--- config.mk ---
export PLATFORM = sky130hd
export DESIGN_NAME = mux_n_pipe
export DESIGN_NICKNAME = d
export VERILOG_FILES = /design/src/rtl/mux_n_pipe.sv
export SDC_FILE = /design/constraint.sdc
export NUM_CORES = 1
export LEC_CHECK = 0
export ABC_AREA = 1
export BUFFER_PORTS_ARGS = -buffer_cell sky130_fd_sc_hd__buf_2
export CELL_PAD_IN_SITES_DETAIL_PLACEMENT = 1
export CELL_PAD_IN_SITES_GLOBAL_PLACEMENT = 2
export CORE_ASPECT_RATIO = 1.1
export CORE_MARGIN = 2
export CORE_UTILIZATION = 25
export DETAILED_ROUTE_END_ITERATION = 8
export GPL_TIMING_DRIVEN = 1
export HOLD_SLACK_MARGIN = 0.1
export PLACE_DENSITY_LB_ADDON = 0.1
export SETUP_SLACK_MARGIN = 0.2
export SLEW_MARGIN = 20
export SYNTH_ARGS = -nofsm -noshare
export SYNTH_HDL_FRONTEND = slang
export SYNTH_SLANG_ARGS = --single-unit
--- constraint.sdc ---
create_clock -name clk -period 2.2 [get_ports clk]
set_input_delay 0.44 -clock clk [delete_from_list [all_inputs] [get_ports clk]]
set_output_delay 0.44 -clock clk [all_outputs]
set_load 0.01 [all_outputs]
--- src/rtl/mux_n_pipe.sv ---
// mux_n_pipe: N:1 operand selector feeding a 2-entry skid buffer.
// The selected beat is registered. The valid/ready interface runs at full
// throughput, and in_ready comes straight from a flop.
module mux_n_pipe #(
    parameter int WIDTH = 64,
    parameter int N     = 4,
    parameter int SELW  = $clog2(N)
) (
    input  logic               clk,
    input  logic               rst_n,
    input  logic [N*WIDTH-1:0] d,
    input  logic [SELW-1:0]    sel,
    input  logic               in_valid,
    output logic               in_ready,
    output logic [WIDTH-1:0]   out_data,
    output logic               out_err,
    output logic               out_valid,
    input  logic               out_ready,
    output logic [1:0]         count
);

    // Occupancy state; the bits mirror (main_valid, skid_valid).
    typedef enum logic [1:0] {
        EMPTY = 2'b00,
        ONE   = 2'b10,
        FULL  = 2'b11
    } state_t;

    state_t             state_q,     state_d;
    logic [WIDTH-1:0]   main_data_q, main_data_d;
    logic               main_err_q,  main_err_d;
    logic [WIDTH-1:0]   skid_data_q, skid_data_d;
    logic               skid_err_q,  skid_err_d;
    logic [1:0]         count_q,     count_d;
    logic               in_ready_q,  in_ready_d;

    logic [WIDTH-1:0]   cap_data;
    logic               cap_err;
    logic               acc;
    logic               pop;

    assign out_valid = (state_q != EMPTY);
    assign out_data  = main_data_q;
    assign out_err   = main_err_q;
    assign in_ready  = in_ready_q;
    assign count     = count_q;

    assign acc = in_valid & in_ready_q;
    assign pop = out_valid & out_ready;

    // Select the addressed input. Codes beyond N-1 give zero data and flag an error.
    always_comb begin
        cap_data = '0;
        cap_err  = 1'b1;
        for (int unsigned i = 0; i < N; i++) begin
            if (sel == SELW'(i)) begin
                cap_data = d[i*WIDTH +: WIDTH];
                cap_err  = 1'b0;
            end
        end
    end

    // Next-state, data movement and the registered occupancy/ready values.
    always_comb begin
        state_d     = state_q;
        main_data_d = main_data_q;
        main_err_d  = main_err_q;
        skid_data_d = skid_data_q;
        skid_err_d  = skid_err_q;
        case (state_q)
            EMPTY: begin
                if (acc) begin
                    state_d     = ONE;
                    main_data_d = cap_data;
                    main_err_d  = cap_err;
                end
            end
            ONE: begin
                if (acc && pop) begin
                    main_data_d = cap_data;
                    main_err_d  = cap_err;
                end else if (acc) begin
                    state_d     = FULL;
                    skid_data_d = cap_data;
                    skid_err_d  = cap_err;
                end else if (pop) begin
                    state_d = EMPTY;
                end
            end
            FULL: begin
                if (pop) begin
                    state_d     = ONE;
                    main_data_d = skid_data_q;
                    main_err_d  = skid_err_q;
                end
            end
            default: state_d = EMPTY;
        endcase

        // count and in_ready are registered copies decoded from the next state.
        // This keeps out_ready off any combinational path to in_ready.
        case (state_d)
            ONE:     count_d = 2'd1;
            FULL:    count_d = 2'd2;
            default: count_d = 2'd0;
        endcase
        in_ready_d = (state_d != FULL);
    end

    // State and data registers; reset empties the buffer and clears the outputs.
    always_ff @(posedge clk or negedge rst_n) begin
        if (!rst_n) begin
            state_q     <= EMPTY;
            main_data_q <= '0;
            main_err_q  <= 1'b0;
            skid_data_q <= '0;
            skid_err_q  <= 1'b0;
            count_q     <= 2'd0;
            in_ready_q  <= 1'b1;
        end else begin
            state_q     <= state_d;
            main_data_q <= main_data_d;
            main_err_q  <= main_err_d;
            skid_data_q <= skid_data_d;
            skid_err_q  <= skid_err_d;
            count_q     <= count_d;
            in_ready_q  <= in_ready_d;
        end
    end

endmodule

==> out/results.ini, run 1 <==
[routing]
wirelength_mm = 31.2
met1Wirelength_mm = 14.1
via_per_inst = 4.53
dr.pass1.iters = 4
met3_length_mm = 1.95
drc = 0
drt_iter0_drc = 347
vias = 8585
wl_met2_mm = 14.8
top_layer = met5
wl_per_cell_um = 16.4
ant_nets = 0

[critical_path]
crit_slowest_cell = dfrtp_1
arrival_ps = 1380
path_class = flip-flop to output port
max_stage_delay_ps = 430
crit_chain = inv_1 > ha_1 > inv_2 > buf_2
crit_path_end_kind = output port
cp_num_buf_inv = 3
critPathRequiredTime_ps = 1760
cp_top_family = flip-flops
critPathMaxFanout = 5
critPathLaunchType = flip-flop

[floorplan]
die_w_um = 174
rows = 68
coreArea_sq_um = 31400
start_util = 0.254
dieHeight_um = 191
num_io_pins = 331
die_area_sq_um = 33300

[logic_synthesis]
syn-num-nets = 1432
postSynthCellCount = 1165
syn_avg_cell_area_sq_um = 6.84
ys_seq_elements = 135
ys_seq_area_frac = 0.424
synth_top_area_frac = 0.421
ys_top_cells_by_area = dfrtp_1, nand2_1, nand3_1
syn_area_sq_um = 7970
ys_warn_count = 0
post-synth-top-area-cell = dfrtp_1
ys_types = 25

[sta]
tns_ps = 0
skew_ps = 9.75
rsz0062_at_grt = false
worstMarginPinSlew_ps = 545
slew_viol_final = 0
setup_viol = 0
min_period_ps = 1820
finalCritPeriodShare = 0.829
maxSlewHeadroom = 0.636
max_freq_mhz = 548
hold_viol = 0

[run_status]
status = finished clean

[final_layout]
areaGrowthSynthToFinish_pct = 34.7
fin_nets = 1731
drive_gt1_frac = 0.275
fin_util = 0.342
seq_area_sq_um = 3380
multi_input_area_sq_um = 4130
num-fill-cells = 4049

[placed_design]
port_buffers = 330
globalplace.congestion = 0.817
dp_hpwl_mm = 22.9

[global_routing]
grt_pass1_vias = 8916
grt_usage = 0.188
grt_overflow = 0
grt_start_max_net_pins = 71
grt_pass1_wl_mm = 48.8
antenna_found_initial = 5

[cts]
cts_buffers = 17
cts_sinks = 135
path_clk_slew_ps = 60
cts_tree = yes
cts-htree-levels = 4
cts_root_buf = clkbuf_16
insertion_delay_ps = 420
cts_buffer_depth = 2

[power_and_ir_drop]
powerDensity_nw_per_um2 = 1280
p_leak_nw = 5.90
irDropWorstVdd_mv = 0.442

[run]
maxCapViolCount = 0

[min_path]
hp-class = input port to flip-flop

-- per-layer routing --
layer / vias to the layer above / track usage
li1: 4305 / -
met1: 4024 / 0.239
met2: 223 / 0.320
met3: 25 / 0.0485
met4: 8 / 0.0404
met5: - / 0
-- worst register-to-register path: cells and delay by family, from the launching register on --
kind	cells	cell delay, ps
DFF	1	430
adders and majority gates	1	240
AOI/OAI and AO/OA	1	210
buffers and inverters	3	390
and+or+nand+nor	5	480
-- path summary, 6_finish.rpt --
| kind | start | endpoint | slack, ps | cells past startpoint |
|---|---|---|---|---|
| setup / recovery | state_q[0] | out_valid | 380 | 4 |
| hold / removal | d[227] | skid_data_q[35] | 400 | 4 |
| setup reg to reg | state_q[0] | out_data[8] | 380 | 10 |
| hold reg to reg | out_data[57] | out_data[57] | 470 | 2 |
| max in group asynchronous | rst_n | in_ready | 1000 | 3 |
| min in group asynchronous | rst_n | skid_data_q[6] | 540 | 2 |
-- Yosys cell counts (all sizes together) --
| master | instances |
|---|---|
| nand2 | 462 |
| nor2 | 139 |
| dfrtp | 134 |
| o21ai | 133 |
| nand3 | 129 |
| or2 | 64 |
| buf | 56 |
| clkbuf | 26 |
| inv | 13 |
| ha | 5 |
| a21oi | 2 |
| dfstp | 1 |
| o21bai | 1 |
-- report_power, final --
group	switching (mW)	leakage, nW	internal, mW
clock network	1.12	0.286	1.83
logic	4.04	3.93	2.40
registers	0.606	1.69	3.70
total	5.77	5.90	7.93
-- sequential cells by signal, summed over array words and instances, names as in the netlist --
| name | count |
|---|---|
| skid_err_q | 1 |
| count | 2 |
| state_q | 2 |
| out_err | 1 |
| out_data | 64 |
| skid_data_q | 64 |
| in_ready | 1 |
-- timing repair --
action                                  CTS  global route
endpoints found under the setup margin    0            60
resized for setup                         0             6
buffers inserted                          0             1
hold buffers                              1             0
hold endpoints to repair                 42             0
-- layout by cell type, fill, tap and decap left out, drive strengths merged --
cell         count
clkbuf          22
diode            1
clkinv           4
inv             13
nand2          463
a21oi            2
dlygate4sd3      1
buf            360
nand3          129
ha               5
bufinv           3
dfstp            1
o21bai           1
clkinvlp         2
o21ai          133
or2             64
nor2           139
dfrtp          134
-- final cells by class --
| cell class | instances | area share |
|---|---|---|
| tap | 420 | 0.0489 |
| antenna | 1 | 0.000233 |
| inverter | 13 | 0.00501 |
| clock inverter | 9 | 0.0117 |
| clock buffer | 22 | 0.0432 |
| timing repair buffer | 361 | 0.192 |
| sequential | 135 | 0.315 |
| multi-input combinational | 936 | 0.384 |
-- logic make-up after synthesis --
group                    Yosys count  synth area share
AO/OA/AOI/OAI                    136            0.0862
flip-flops                       135             0.424
buffers and inverters             95            0.0634
adder cells (fa/ha/maj)            5           0.00785
AND/OR/NAND/NOR                  794             0.419
-- per-stage QoR --
| stage | instance area (sq um) | hold slack [ps] | std cells | setup WS [ps] | power [mW] |
|---|---|---|---|---|---|
| 3_3_place_gp | 10100 | 432 | 1862 | 288 | 10.6 |
| 5_1_grt | 10700 | 416 | 1896 | 200 | 15.1 |
| 4_1_cts | 10700 | 382 | 1894 | 272 | 13.8 |
| 6_report | 10700 | 399 | 1897 | 377 | 13.7 |
| 3_5_place_dp | 10100 | 427 | 1862 | 292 | 10.8 |
| 2_1_floorplan | 7970 | 144 | 1165 | 621 | 8.36 |
Note: power is estimated with default switching activity, not from simulation.
==> run 2: changes to the inputs <==
--- a/config.mk
+++ b/config.mk
@@ -5,13 +5,13 @@
 export SDC_FILE = /design/constraint.sdc
 export NUM_CORES = 1
 export LEC_CHECK = 0
-export ABC_AREA = 1
+export ABC_AREA = 0
 export BUFFER_PORTS_ARGS = -buffer_cell sky130_fd_sc_hd__buf_2
 export CELL_PAD_IN_SITES_DETAIL_PLACEMENT = 1
 export CELL_PAD_IN_SITES_GLOBAL_PLACEMENT = 2
 export CORE_ASPECT_RATIO = 1.1
 export CORE_MARGIN = 2
-export CORE_UTILIZATION = 25
+export CORE_UTILIZATION = 30
 export DETAILED_ROUTE_END_ITERATION = 8
 export GPL_TIMING_DRIVEN = 1
 export HOLD_SLACK_MARGIN = 0.1
==> constraint.sdc (replaced) <==
create_clock -name clk -period 1.7 [get_ports clk]
set_input_delay 0.34 -clock clk [delete_from_list [all_inputs] [get_ports clk]]
set_output_delay 0.34 -clock clk [all_outputs]
set_load 0.01 [all_outputs]
==> out/results.ini, run 2 <==
[run_status]
status = finished with violations
violations = setup timing

[logic_synthesis]
syn_area_sq_um = 8490  ; +6.5%
syn_avg_cell_area_sq_um = 11.5  ; +68%
ys_types = 28  ; +12%
ys_warn_count = 0  ; unchanged
synth-edff-count = 0  ; unchanged
post-synth-top-area-cell = dfrtp_1
ys_seq_area_frac = 0.398  ; -0.0260
synth_top_area_frac = 0.395  ; -0.0258
yosysMostFrequentCell = dfrtp_1
ys_top_cells_by_area = dfrtp_1, mux2i_1, mux2_1
ys.flop_type = dfrtp_1
async_flop_share = 1.00  ; unchanged
syn-num-nets = 1004  ; -30%
synth_common_cells = dfrtp_1, mux2i_1, mux2_1
postSynthCellCount = 737  ; -37%
ys_seq_elements = 135  ; unchanged

[routing]
drc = 0  ; unchanged
vias = 7211  ; -16%
via_per_inst = 4.87  ; +7.5%
ant_nets = 0  ; unchanged
drt_iter0_drc = 195  ; -44%
wl_per_cell_um = 20.7  ; +26%
wirelength_mm = 30.7  ; -1.5%
dr.pass1.iters = 4  ; unchanged

[sta]
rsz0062_at_grt = true
maxSlewHeadroom = 0.734  ; +0.0982
worstMarginPinSlew_ps = 396  ; -149 ps
whs_ps = 359  ; -40.2 ps
layout_setup_ws_ps = -259  ; -635 ps
slew_viol_final = 0  ; unchanged
hold_viol = 0  ; unchanged
finalCritPeriodShare = 1.15
skew_ps = 11.7  ; +1.99 ps
min_period_ps = 1960
max_freq_mhz = 511
setup_viol = 128  ; +128

[floorplan]
rows = 64  ; -5.9%
dieHeight_um = 180  ; -5.7%
coreArea_sq_um = 27900  ; -11%
start_util = 0.305  ; +0.0508
num_io_pins = 331  ; unchanged
die_area_sq_um = 29700  ; -11%
die_w_um = 164  ; -5.6%

[power_and_ir_drop]
powerDensity_nw_per_um2 = 1480  ; +16%
irDropWorstVdd_mv = 0.684  ; +55%
p_leak_nw = 6.07  ; +2.8%

[global_routing]
grt_usage = 0.193  ; +0.00525
grt_start_max_net_pins = 44  ; -38%
grt_pass1_wl_mm = 44.0  ; -9.9%
grt_pass1_vias = 7750  ; -13%
grt_overflow = 0  ; unchanged
antenna_found_initial = 2  ; -3

[run]
maxCapViolCount = 0  ; unchanged

[placed_design]
globalplace.congestion = 0.740  ; -9.4%
port_buffers = 330  ; unchanged
placed_area_sq_um = 11000  ; +8.7%
dp_hpwl_mm = 19.9  ; -13%

[critical_path]
path_class = flip-flop to flip-flop
critPathRequiredTime_ps = 2010  ; +250 ps
crit_path_end_kind = flip-flop
critPathLaunchType = flip-flop
arrival_ps = 2270  ; +890 ps
critPathMaxFanout = 7  ; +2

[final_layout]
drive_gt1_frac = 0.567  ; +0.292
final_common_cell = buf_2
areaGrowthSynthToFinish_pct = 52.2
final_cell_mix = buf_2, dfrtp_1, mux2i_1, mux2_1, inv_1
final_cell_area_sq_um = 12900  ; +20%
fin_nets = 1372  ; -21%
num-fill-cells = 3109  ; -23%

[cts]
cts_buffer_depth = 2  ; unchanged
insertion_delay_ps = 440  ; +20 ps
cts-htree-levels = 4  ; unchanged
cts_tree = yes
cts_root_buf = clkbuf_16
path_clk_slew_ps = 70  ; about the same
cts_buffers = 17  ; unchanged
cts_sinks = 135  ; unchanged

[min_path]
hp-class = input port to flip-flop

## run 2: cell count changes after synthesis, moves of 39 or more
cell / change
nand2_1: -457
nor2_1: -132
mux2i_1: +129
nand3_1: -127
mux2_1: +104
o21ai_0: -75
a21oi_1: +65
o22ai_1: +65
or2_0: -60
inv_1: +57
o21ai_1: -57
mux2_4: +49
mux2_2: +39
## run 2: worst max-delay path: stages, from the launching register on
cell and delay, ps:
dfrtp_2 480, ha_4 210, buf_6 120, buf_6 110, nand2b_4 230, clkbuf_16 230, o22ai_4 130, a21oi_2 50
mux2_4 270
## run 2: path summary, 6_finish.rpt
path	from	to	slack, ps	depth (start not counted)
max	state_q[1]	out_data[44]	-260	8
min	d[143]	skid_data_q[15]	360	4
max reg2reg	state_q[1]	out_data[44]	-260	8
min reg2reg	out_data[23]	out_data[23]	500	1
max in group asynchronous	rst_n	skid_data_q[58]	730	3
min in group asynchronous	rst_n	skid_data_q[36]	370	2
## run 2: what timing repair did
action                     in CTS  in global routing
setup endpoints to repair     136                137
hold endpoints to repair       30                  0
setup buffers                   8                  1
hold buffers                    1                  0
pin swaps                       1                 36
cloned                          5                 16
resized for setup              49                111
## run 2: final cells by class
cell class / count / area (sq um) / share of cell area
diodes: 1 / 2.50 / 0.000194
clock buffers: 19 / 433 / 0.0335
flip-flops and latches: 135 / 3380 / 0.262
inverters: 68 / 265 / 0.0205
well taps: 363 / 454 / 0.0352
multi-input cells: 480 / 5410 / 0.418
clock inverters: 13 / 101 / 0.00784
repair buffers: 403 / 2880 / 0.223
## run 2: cells by family (layout without fill, tap and decap cells)
family	count (synthesis)	in the layout	share of synthesized area
multiplexers	321	321	0.428
buffers and inverters	124	503	0.0663
adder cells (fa/ha/maj)	5	5	0.00737
flip-flops	135	135	0.398
AND/OR/NAND/NOR	17	19	0.0100
other	0	1	0
AO/OA/AOI/OAI	135	135	0.0899
## run 2: layer usage
layer	global-route usage	vias to the layer above	share of wire
li1	-	3406	-
met1	0.245	3560	0.44
met2	0.330	220	0.49
met3	0.0414	25	0.058
met4	0.0504	0	0.012
met5	0	-	0
## run 2: where the power goes
group	leakage, nW	switching, mW	internal (mW)	total (mW)
Clock	0.250	1.54	1.87	3.41
Combinational	4.27	4.67	5.48	10.1
Sequential	1.55	0.700	4.87	5.57
## run 2: per-stage QoR
| step | worst slack, ps | util | power, mW | cells | setup TNS (ps) |
|---|---|---|---|---|---|
| 2_1_floorplan | -86.0 | - | 11.1 | 737 | -4210 |
| 3_3_place_gp | -248 | 0.394 | 13.7 | 1418 | -14810 |
| 3_5_place_dp | -274 | 0.394 | 13.8 | 1418 | -18050 |
| 4_1_cts | -262 | 0.430 | 18.2 | 1464 | -19380 |
| 5_1_grt | -316 | 0.464 | 20.3 | 1482 | -30630 |
| 6_report | -259 | 0.464 | 19.1 | 1482 | -22120 |
==> run 3: changes to the inputs <==
--- a/config.mk
+++ b/config.mk
@@ -10,7 +10,6 @@
 export CELL_PAD_IN_SITES_DETAIL_PLACEMENT = 1
 export CELL_PAD_IN_SITES_GLOBAL_PLACEMENT = 2
 export CORE_ASPECT_RATIO = 1.1
-export CORE_MARGIN = 2
 export CORE_UTILIZATION = 30
 export DETAILED_ROUTE_END_ITERATION = 8
 export GPL_TIMING_DRIVEN = 1
==> out/results.ini, run 3 (synthesized netlist as in run 2, its figures left out) <==
[min_path]
hp-class = input port to async pin

[cts]
cts_sinks = 135  ; unchanged
cts_root_buf = clkbuf_16
cts-htree-levels = 4  ; unchanged
path_clk_slew_ps = 70  ; about the same
cts_buffer_depth = 2  ; unchanged
cts_buffers = 17  ; unchanged
insertion_delay_ps = 430  ; about the same
cts_tree = yes

[run]
maxCapViolCount = 0  ; unchanged

[floorplan]
die_w_um = 162  ; -1.2%
start_util = 0.306  ; +0.000878
dieHeight_um = 178  ; -1.1%
rows = 64  ; unchanged
die_area_sq_um = 29000  ; -2.3%
num_io_pins = 331  ; unchanged
coreArea_sq_um = 27800  ; -0.29%

[sta]
maxSlewHeadroom = 0.607  ; -0.127
finalCritPeriodShare = 1.14  ; -0.0102
worstMarginPinSlew_ps = 589  ; +193 ps
rsz0062_at_grt = true
hold_viol = 0  ; unchanged
whs_ps = 345  ; -13.8 ps
min_period_ps = 1940  ; -17.3 ps
skew_ps = 13.0  ; +1.25 ps
max_freq_mhz = 515  ; +0.89%
setup_viol = 133  ; +3.9%
slew_viol_final = 0  ; unchanged
layout_setup_ws_ps = -241  ; +17.3 ps

[final_layout]
areaGrowthSynthToFinish_pct = 44.8
fin_nets = 1365  ; -0.51%
multi_input_area_sq_um = 4830  ; -11%
final_cell_mix = buf_2, dfrtp_1, mux2i_1, mux2_1
final_common_cell = buf_2
seq_area_sq_um = 3380  ; about the same
num-fill-cells = 3094  ; -0.48%
drive_gt1_frac = 0.501  ; -0.0657

[critical_path]
worst-r2r-setup-slack_ps = -240  ; +20 ps
crit_start = state_q[0]
ff2ff_path_depth = 8  ; unchanged
timing.rr.end = out_data[26]
crit_path_end_kind = flip-flop
critPathRequiredTime_ps = 2000  ; about the same
timing.critical_path.to = out_data[26]
r2r_start = state_q[0]
arrival_ps = 2250  ; -20 ps
critPathMaxFanout = 8  ; +1
path_class = flip-flop to flip-flop
critPathLaunchType = flip-flop

[power_and_ir_drop]
irDropWorstVdd_mv = 0.624  ; -8.7%
p_switching_mw = 6.81  ; -1.4%
combinationalPowerShare = 0.530  ; about the same
seqPwrFrac = 0.287  ; -0.004
p_sw_frac = 0.350  ; -0.0111
intPower_mw = 12.6  ; +3.5%
clockPowerShare = 0.183  ; +0.005
powerDensity_nw_per_um2 = 1580  ; +6.9%
p_leak_nw = 5.87  ; -3.2%

[global_routing]
grt_usage = 0.197  ; +0.00415
busiest_layer = met2
grt_use_met2 = 0.338  ; +0.00811
grt_overflow = 0  ; unchanged
met1_usage = 0.248  ; +0.00273
use_met3 = 0.0435  ; +0.00205
grt_pass1_vias = 7632  ; -1.5%
antenna_found_initial = 0  ; -2
grt_start_max_net_pins = 54  ; +23%
grt_pass1_wl_mm = 43.4  ; -1.3%

[placed_design]
dp_hpwl_mm = 19.2  ; -3.5%
place_ws_ps = -248  ; +25.9 ps
port_buffers = 330  ; unchanged
globalplace.congestion = 0.738  ; -0.34%

[routing]
vias = 7111  ; -1.4%
wl_per_cell_um = 19.3  ; -6.8%
wirelength_mm = 28.5  ; -7.3%
via_per_inst = 4.82  ; -0.92%
drc = 0  ; unchanged
ant_nets = 0  ; unchanged
dr.pass1.iters = 4  ; unchanged
drt_iter0_drc = 206  ; +5.6%

[run_status]
violations = setup timing
status = finished with violations

## run 3: how the worst min path moves through the flow
stage,startpoint,endpoint,cells after the start
3_3_place_gp,rst_n,out_data[35],1
3_5_place_dp,rst_n,out_data[35],1
2_1_floorplan,rst_n,count[0],0
6_report,rst_n,skid_data_q[35],2
4_1_cts,d[187],skid_data_q[59],4
5_1_grt,d[4],skid_data_q[4],4
## run 3: timing repair
item | CTS | global route
gates resized for setup | 32 | 39
buffers inserted | 6 | 13
cloned | 10 | 3
setup endpoints to repair | 136 | 137
hold buffers | 1 | 0
endpoints found under the hold margin | 25 | 0
pin swaps | 2 | 6
## run 3: power by group through the flow
stage,sequential (mW),combinational (mW),clock (mW)
floorplan,5.86,5.24,0
global placement,5.54,8.01,0
detailed placement,5.59,8.16,0
CTS,5.58,9.67,3.66
global route,5.79,11.1,3.78
finish,5.57,10.3,3.56
## run 3: critical path, stage by stage, from the launching register on
cell and delay, ps:
dfrtp_1 420, inv_2 130, ha_4 190, nor2_4 50
a32oi_2 240, o22ai_4 120, buf_12 170, clkbuf_16 180
mux2_4 300
## run 3: cell type report
| class | count | share of cell area |
|---|---|---|
| Clock inverter | 13 | 0.00987 |
| Antenna cell | 1 | 0.000204 |
| Tap cell | 363 | 0.0369 |
| Inverter | 68 | 0.0210 |
| Multi-Input combinational cell | 478 | 0.393 |
| Timing Repair Buffer | 398 | 0.229 |
| Clock buffer | 19 | 0.0352 |
| Sequential cell | 135 | 0.275 |
## run 3: per-layer routing
layer  wire length (um)  up-vias  share of wire
li1                   -     3390              -
met1              12700     3493           0.44
met2              13900      211           0.49
met3               1600       17          0.056
met4                354        0          0.012
met5                  0        -              0
## run 3: per-stage QoR
stage / instance area (sq um) / cells / util / power [mW] / TNS, ps
2_1_floorplan: 8670 / 737 / - / 11.1 / -4210
3_3_place_gp: 10900 / 1409 / 0.391 / 13.5 / -12760
3_5_place_dp: 10900 / 1409 / 0.391 / 13.7 / -15860
4_1_cts: 11900 / 1458 / 0.429 / 18.9 / -22780
5_1_grt: 12300 / 1474 / 0.442 / 20.6 / -31340
6_report: 12300 / 1475 / 0.442 / 19.5 / -18710
